--- config.mk ---
export PLATFORM = sky130hd
export DESIGN_NAME = key_debounce
export DESIGN_NICKNAME = d
export VERILOG_FILES = /design/src/rtl/key_debounce.sv
export SDC_FILE = /design/constraint.sdc
export NUM_CORES = 1
export LEC_CHECK = 0
export BUFFER_PORTS_ARGS = -buffer_cell sky130_fd_sc_hd__buf_2
export CORE_UTILIZATION = 45
export DETAILED_ROUTE_END_ITERATION = 16
export GPL_TIMING_DRIVEN = 0
export PLACE_DENSITY_LB_ADDON = 0.08
export SLEW_MARGIN = 0
export SYNTH_ARGS = -nofsm -noshare
export SYNTH_HDL_FRONTEND = slang
export SYNTH_SLANG_ARGS = --single-unit
--- constraint.sdc ---
create_clock -name Clk -period 14.4 [get_ports Clk]
set_input_delay 1.44 -clock Clk [delete_from_list [all_inputs] [get_ports Clk]]
set_output_delay 1.44 -clock Clk [all_outputs]
set_load 0.005 [all_outputs]
--- src/rtl/key_debounce.sv ---
// ---------------------------------------------------------------------------
// key_debounce
//   Conditions raw board buttons/switches: synchronises each pin into Clk,
//   filters contact bounce per bit and presents a clean active-high level
//   (1 = pressed/on). An optional one-cycle Change pulse marks each accepted
//   transition.
//
//   Optional feature macro: KEY_DEBOUNCE_CHANGE_EN
//     defined     -> Change is a registered one-cycle pulse per accepted edge
//     not defined -> Change is tied to 0 and its registers are not built
//
// Ports
//   Clk     in   1      system clock
//   Reset   in   1      asynchronous, active-high reset
//   Raw     in   WIDTH  raw asynchronous pin levels
//   Stable  out  WIDTH  debounced level, registered
//   Change  out  WIDTH  one-cycle pulse per bit on accepted transition
//   Any     out  1      OR-reduction of Stable, registered
// ---------------------------------------------------------------------------
module key_debounce #(
    parameter int unsigned WIDTH      = 8,
    parameter int unsigned CNT_W      = 20,
    parameter int unsigned CNT_MAX    = 500000,
    parameter int unsigned ACTIVE_LOW = 1
) (
    input  logic             Clk,
    input  logic             Reset,
    input  logic [WIDTH-1:0] Raw,
    output logic [WIDTH-1:0] Stable,
    output logic [WIDTH-1:0] Change,
    output logic             Any
);

    localparam logic [WIDTH-1:0] INV_MASK = (ACTIVE_LOW != 0) ? '1 : '0;
    localparam logic [CNT_W-1:0] CNT_LAST = CNT_W'(CNT_MAX - 1);

    logic [WIDTH-1:0] sync1;
    logic [WIDTH-1:0] sync2;
    logic [CNT_W-1:0] cnt      [WIDTH];
    logic [CNT_W-1:0] cnt_next [WIDTH];
    logic [WIDTH-1:0] accept;
    logic [WIDTH-1:0] stable_next;

    // Two-flop synchroniser; reset loads the released (post-inversion 0) level
    always_ff @(posedge Clk or posedge Reset) begin
        if (Reset) begin
            sync1 <= '0;
            sync2 <= '0;
        end else begin
            sync1 <= Raw ^ INV_MASK;
            sync2 <= sync1;
        end
    end

    // Per-bit filter: count while s2 differs from Stable, accept at CNT_MAX-1.
    // Any agreeing sample drops the count back to zero.
    always_comb begin
        accept = '0;
        for (int i = 0; i < int'(WIDTH); i++) begin
            cnt_next[i] = '0;
            if (sync2[i] != Stable[i]) begin
                if (cnt[i] == CNT_LAST) begin
                    accept[i] = 1'b1;
                end else begin
                    cnt_next[i] = cnt[i] + CNT_W'(1);
                end
            end
        end
        stable_next = Stable ^ accept;
    end

    // Counters, debounced level and its OR-reduction
    always_ff @(posedge Clk or posedge Reset) begin
        if (Reset) begin
            for (int i = 0; i < int'(WIDTH); i++) begin
                cnt[i] <= '0;
            end
            Stable <= '0;
            Any    <= 1'b0;
        end else begin
            for (int i = 0; i < int'(WIDTH); i++) begin
                cnt[i] <= cnt_next[i];
            end
            Stable <= stable_next;
            Any    <= |stable_next;
        end
    end

`ifdef KEY_DEBOUNCE_CHANGE_EN
    // One-cycle pulse on the same edge Stable toggles
    always_ff @(posedge Clk or posedge Reset) begin
        if (Reset) begin
            Change <= '0;
        end else begin
            Change <= accept;
        end
    end
`else
    assign Change = '0;
`endif

endmodule

==> results.md, run 1 <==
- Clock Pin Slew Worst Setup and Hold Paths: 0.07 ns
- Syn Area/Cell: just under 10 sq um
- Final slew viol count: 0
- Crit path depth: 1
- Starting density of the core: 46.1%
- H-tree lvl count: 4
- Hold WC Path Type: flip-flop to flip-flop
- Post-DP HPWL: 11.1 mm
- R2R Path End: Any$_DFF_PP0_
- Final hold violation count: 0
- Fmax: 413 MHz
- Max_cap viols: 0
- Power, Total: 1.04 mW
- Vias in the first global route: 6250
- Post-Syn Area: 0.00868 sq mm
- Area Growth Syn to Fin: 12.4%
- Worst Setup End Kind: output port
- Share of cells above drive strength 1: 7.26%
- Final setup fails: 0
- Clock power share: 45.3%
- Register share of total power: 51.4%
- GRT Overall Usage: 18.1%
- Post-synth cell types: 37
- Post-CTS sizing: 0
- WL/cell: 13.6 um
- Sequential area share after synthesis: a little over half
- Largest net degree at the start of global routing: 120
- IO buf count: 18
- Core Region: 0.0188 sq mm
- Critical path type: flip-flop to output port
- Worst R2R Path Depth: 5
- DIE AREA: between 0.015 and 0.02 sq mm
- Leakage Power: 4.16 nW
- Drt first pass iters: 4
- Post-synth EDFFs: 0
- Vias per cell: 5.18
- Initial DRC count: between 200 and 300
- Max Root-Sink Buffers: 2
- GPL Wtd Cong: 0.816
- Die Y: ~140 um
- Int Pwr: 805 uW
- Logic gate share of total power: 3.3%
- Post-layout min period: 2.42 ns
- # rows: 50
- Initial antenna violation count: 0
- Worst Hold Launch: sync1[3]$_DFF_PP0_
- Crit path required time: approximately 13 ns
- Async set-reset flop share out of synthesis: 100%
- Vias: 6211
- DR DRC count: 0
- P per Cell Area: 107 mW/mm^2
- Commonest non-fill, non-tap cells in the layout: dfrtp_1, nor2_1, xor2_1, xnor2_1, nand4_1
- CTS Sinks: 185
- Worst-path fanout max: 3
- Switch share: 22.6%
- Psw: 234 uW
- Status: finished clean
- Critical path launch point type: flip-flop
- Setup Skew: 0.00668 ns
- #FFs+latches synth: 185
- CTS root buf: clkbuf_16
- FF-to-FF Start: cnt[131]$_DFF_PP0_
- Buf/Inv on CP: 1
- RSZ-0062 raised after global routing: false
- Max incr delay on CP: 0.41 ns
- IO Pins: 27
- Slew HR: 60.3%
- GR Overflow Total: 0
- Maximum VDD drop: 79.4 uV
- Syn. warnings: 0
- CTS Hold Buffers Added: 0
- CP Capture Point: Stable[3]
- Worst-Skew Late Latency: 0.43 ns
- CP arrival: between 0.9 and 1 ns
- Worst reg2reg setup slack: 11.99 ns
- Nets: ~940
- Total negative slack: 0 ns
- Gate Count Post-Synth: 879
- Detailed Route WL: around 16 mm
- Period utilization: 16.8%
- Post-CTS Setup Bufs: 0
- Die Wd: 141 um
- Routed Antenna Nets: 0
- Worst-margin pin slew: 0.596 ns
- CP Cell Sequence: buf_2
- Worst setup path start: Stable[3]$_DFF_PP0_
- CTS Buf Count: 17
- Most common cell after layout, fill and taps aside: dfrtp_1
- CP top delay family: flip-flops
- First-pass GRT wire length: around 29 mm
- Slowest CP cell: dfrtp_1
- Synth Flop Type: dfrtp_1
- TritonCTS clock tree: built
-- final cells by class --
class	instances	area [sq um]
antenna	1	2.50
buffer	34	163
clock buffer	20	457
clock inverter	12	140
fill	1673	9070
inverter	33	131
multi-input combinational	634	3790
sequential	185	4630
tap	260	325
timing repair buffer	19	118
-- kinds of logic after synthesis --
family / after synthesis / share of synthesized area (%)
buffers and inverters: 67 / 3.30
XOR/XNOR: 134 / 13.5
flip-flops: 185 / 53.3
adder cells (fa/ha/maj): 8 / 1.15
other: 1 / 0.0432
AND/OR/NAND/NOR: 433 / 25.5
AO/OA/AOI/OAI: 51 / 3.11
-- power by group through the flow --
stage / Sequential [mW] / Clock [mW] / Combinational (mW)
2_1_floorplan: 0.542 / 0 / 0.0255
3_3_place_gp: 0.543 / 0 / 0.0332
3_5_place_dp: 0.544 / 0 / 0.0355
4_1_cts: 0.534 / 0.487 / 0.0357
5_1_grt: 0.535 / 0.507 / 0.0407
6_report: 0.534 / 0.471 / 0.0343
-- per-layer routing --
| layer | vias up | global-route usage [%] | part of all wire [%] |
|---|---|---|---|
| li1 | 3087 | - | - |
| met1 | 3067 | 23.3 | 47 |
| met2 | 44 | 30.4 | 49 |
| met3 | 13 | 4.14 | 2.3 |
| met4 | 0 | 5.66 | 1.1 |
| met5 | - | 0 | 0 |
-- sequential cells by signal, indices dropped and copies added (netlist names) --
register  flops
cnt         160
sync1         8
Stable        8
Any           1
sync2         8
-- worst min-delay path by stage --
stage	endpoint	slack, ns	cells after the start
6_report	sync2[3]$_DFF_PP0_	0.35	0
5_1_grt	sync2[3]$_DFF_PP0_	0.36	0
4_1_cts	sync2[2]$_DFF_PP0_	0.36	0
3_5_place_dp	sync2[0]$_DFF_PP0_	0.34	0
3_3_place_gp	sync2[2]$_DFF_PP0_	0.33	0
2_1_floorplan	sync2[0]$_DFF_PP0_	0.33	0
-- synth_stat cells (2+ instances only) --
cell      count  share of area, %
a21oi_1      18               1.0
buf_2         4              0.23
and3_1       12              0.86
clkbuf_1     22              0.95
inv_1        33               1.4
xor2_1       68               6.9
nor2_1      162               7.0
buf_4         8              0.69
o21ai_0      25               1.4
and4_1       14               1.4
and2_1        2              0.14
o21ai_1       4              0.23
ha_1          8               1.2
dfrtp_1     185                53
or3_1        20               1.4
nand4b_1      4              0.40
nor4b_1      16               1.6
nor4_1       11              0.79
xnor2_1      66               6.7
nand2b_1      5              0.36
nor3_1       30               1.7
nand4_1      61               4.4
nand3_1      39               2.2
or4b_1        2              0.23
nand2_1      48               2.1
-- per-stage QoR --
step	instance area (sq um)	cells	hold WS, ns	utilization, %	setup slack, ns
5_1_grt	9750	1197	0.365	51.8	11.83
3_5_place_dp	9160	1165	0.340	48.6	11.90
6_report	9760	1198	0.355	51.8	11.98
4_1_cts	9750	1197	0.359	51.8	11.94
2_1_floorplan	8710	886	0.331	-	7.93
3_3_place_gp	9120	1164	0.333	48.4	6.02
No activity file was read; power rests on OpenSTA's default activity.
==> run 2, diff against run 1 <==
clock period = 2.2 ns   (was 14.4 ns; I/O delays follow)
==> results.md, run 2 (synthesized netlist as in run 1, its figures left out) <==
- GR Overflow Total: 0 (unchanged)
- Detailed Route WL: 16.4 mm (+1.0%)
- Core Region: 0.0188 sq mm (unchanged)
- Largest net degree at the start of global routing: 45 (-63%)
- Initial DRC count: 341 (+35%)
- Status: complete, but fails checks
- Die Y: 141 um (unchanged)
- Leakage Power: 4.26 nW (+2.3%)
- Slew HR: 42.9% (-17 points)
- DIE AREA: 0.0198 sq mm (unchanged)
- Critical path launch point type: flip-flop
- IO buf count: 18 (unchanged)
- Nets: 961 (+2.0%)
- CP arrival: 2.56 ns (+1.58 ns)
- Area Growth Syn to Fin: 14.4%
- Final setup fails: 1 (+1)
- GRT Overall Usage: 18.0% (-0.14 points)
- P per Cell Area: 653 mW/mm^2 (+510%)
- Worst-path fanout max: 2 (-1)
- CTS Buf Count: 17 (unchanged)
- Most common cell after layout, fill and taps aside: dfrtp_1
- Starting density of the core: 46.1% (unchanged)
- Worst hold slack: 0.349 ns (-0.00608 ns)
- DR DRC count: 0 (unchanged)
- Post-DP HPWL: 11.2 mm (+0.30%)
- Max FFs per register: 160 (unchanged)
- Total negative slack: -0.0722 ns (-0.0722 ns)
- TritonCTS clock tree: built
- Final slew viol count: 0 (unchanged)
- Post-layout min period: 2.27 ns
- First-pass GRT wire length: 29.0 mm (about the same)
- RSZ-0062 raised after global routing: true
- CP top delay family: simple AND/OR/NAND/NOR gates
- WL/cell: 13.5 um (-0.46%)
- Buf/Inv on CP: 0 (-1)
- Drt first pass iters: 4 (unchanged)
- Worst Setup End Kind: flip-flop
- Pre-CTS WS: -0.194 ns (-12.10 ns)
- Share of cells above drive strength 1: 9.73% (+2.5 points)
- Power, Total: 6.48 mW (+520%)
- CP Cell Sequence: nor4_2 -> nand4_1 -> o41ai_2 -> nand4b_1 -> or4_4
- # fillers: 1672 (-0.060%)
- Vias in the first global route: 6414 (+2.6%)
- Worst-Skew Late Latency: 0.42 ns (about the same)
- Clock Pin Slew Worst Setup and Hold Paths: 0.06 ns (about the same)
- Max incr delay on CP: 0.56 ns (+0.15 ns)
- Failing checks: negative setup slack
- Setup WS post-layout: -0.0722 ns (-12.05 ns)
- CTS root buf: clkbuf_16
- Maximum VDD drop: 435 uV (+450%)
- Largest Register: cnt
- Finished Core Util: 52.7% (+0.92 points)
- Crit path required time: 2.49 ns (-10.47 ns)
- Setup Skew: 0.00965 ns (+0.00297 ns)
- Slowest CP cell: or4_4
- Worst-margin pin slew: 0.854 ns (+0.258 ns)
- # rows: 50 (unchanged)
- Final hold violation count: 0 (unchanged)
- GPL Wtd Cong: 0.802 (-1.7%)
- Vias: 6299 (+1.4%)
- Number of diodes: 0 (-1)
- Hold WC Path Type: flip-flop to flip-flop
- Vias per cell: 5.18 (about the same)
- Die Wd: 141 um (unchanged)
- Max_cap viols: 0 (unchanged)
- Commonest non-fill, non-tap cells in the layout: dfrtp_1, nor2_1, xor2_1, xnor2_1, nand4_1
- Routed Antenna Nets: 0 (unchanged)
- Period utilization: 103%
- Max Root-Sink Buffers: 2 (unchanged)
- H-tree lvl count: 4 (unchanged)
- CTS Sinks: 185 (unchanged)
- Fmax: between 400 and 500 MHz
- Critical path type: flip-flop to flip-flop
- Initial antenna violation count: 0 (unchanged)
- IO Pins: 27 (unchanged)
## run 2: changes by cell type in the layout (fill, tap and decap cells not counted), moves of 5 or more
cell	delta
dlygate4sd3_1	+9
clkbuf_1	-6
buf_4	+11
clkbuf_2	+5
## run 2: area by class of cell
cell class | instances | area [sq um] | share of cell area [%]
multi-input cells | 634 | 3820 | 38.5
plain buffers | 31 | 163 | 1.64
clock buffers | 21 | 450 | 4.54
repair buffers | 41 | 335 | 3.38
clock inverters | 11 | 73.8 | 0.744
flip-flops and latches | 185 | 4630 | 46.6
well taps | 260 | 325 | 3.28
inverters | 33 | 128 | 1.29
## run 2: layer usage
metal | global-route usage (%) | wire, um | vias up
met5 | 0 | 0 | -
met1 | 23.0 | 7640 | 3088
met2 | 30.9 | 8160 | 71
met3 | 4.14 | 489 | 10
li1 | - | - | 3130
met4 | 4.52 | 129 | 0
## run 2: final timing paths
kind | slack [ns] | endpoint | depth (start not counted) | start
max in group asynchronous | 0.52 | cnt[123]$_DFF_PP0_ | 6 | Reset
max reg2reg | -0.07 | Any$_DFF_PP0_ | 5 | cnt[131]$_DFF_PP0_
min in group asynchronous | 0.52 | cnt[5]$_DFF_PP0_ | 3 | Reset
min | 0.35 | sync2[7]$_DFF_PP0_ | 0 | sync1[7]$_DFF_PP0_
max | -0.07 | Any$_DFF_PP0_ | 5 | cnt[131]$_DFF_PP0_
min reg2reg | 0.35 | sync2[7]$_DFF_PP0_ | 0 | sync1[7]$_DFF_PP0_
## run 2: metrics by stage
step                instances  cell area [sq um]
detailed placement       1168               9210
finish                   1216               9930
floorplan                 886               8710
global placement         1164               9130
CTS                      1211               9860
global route             1216               9930
## run 2: repair_timing
| item | CTS | global route |
|---|---|---|
| pin swaps | 6 | 7 |
| endpoints found under the setup margin | 15 | 70 |
| endpoints found under the hold margin | 43 | 0 |
| resized for setup | 8 | 17 |
| buffers inserted | 4 | 6 |
| hold buffers | 9 | 0 |
## run 2: worst register-to-register path, delay by kind of cell, from the launching register on
family,cells,cell delay (ns)
and+or+nand+nor,4,1.31
AOI/OAI and AO/OA,1,0.42
DFF,1,0.41
## run 2: power by group
part | internal [mW] | switching, mW
combinational | 0.0901 | 0.162
clock | 1.47 | 1.26
sequential | 3.45 | 0.0436
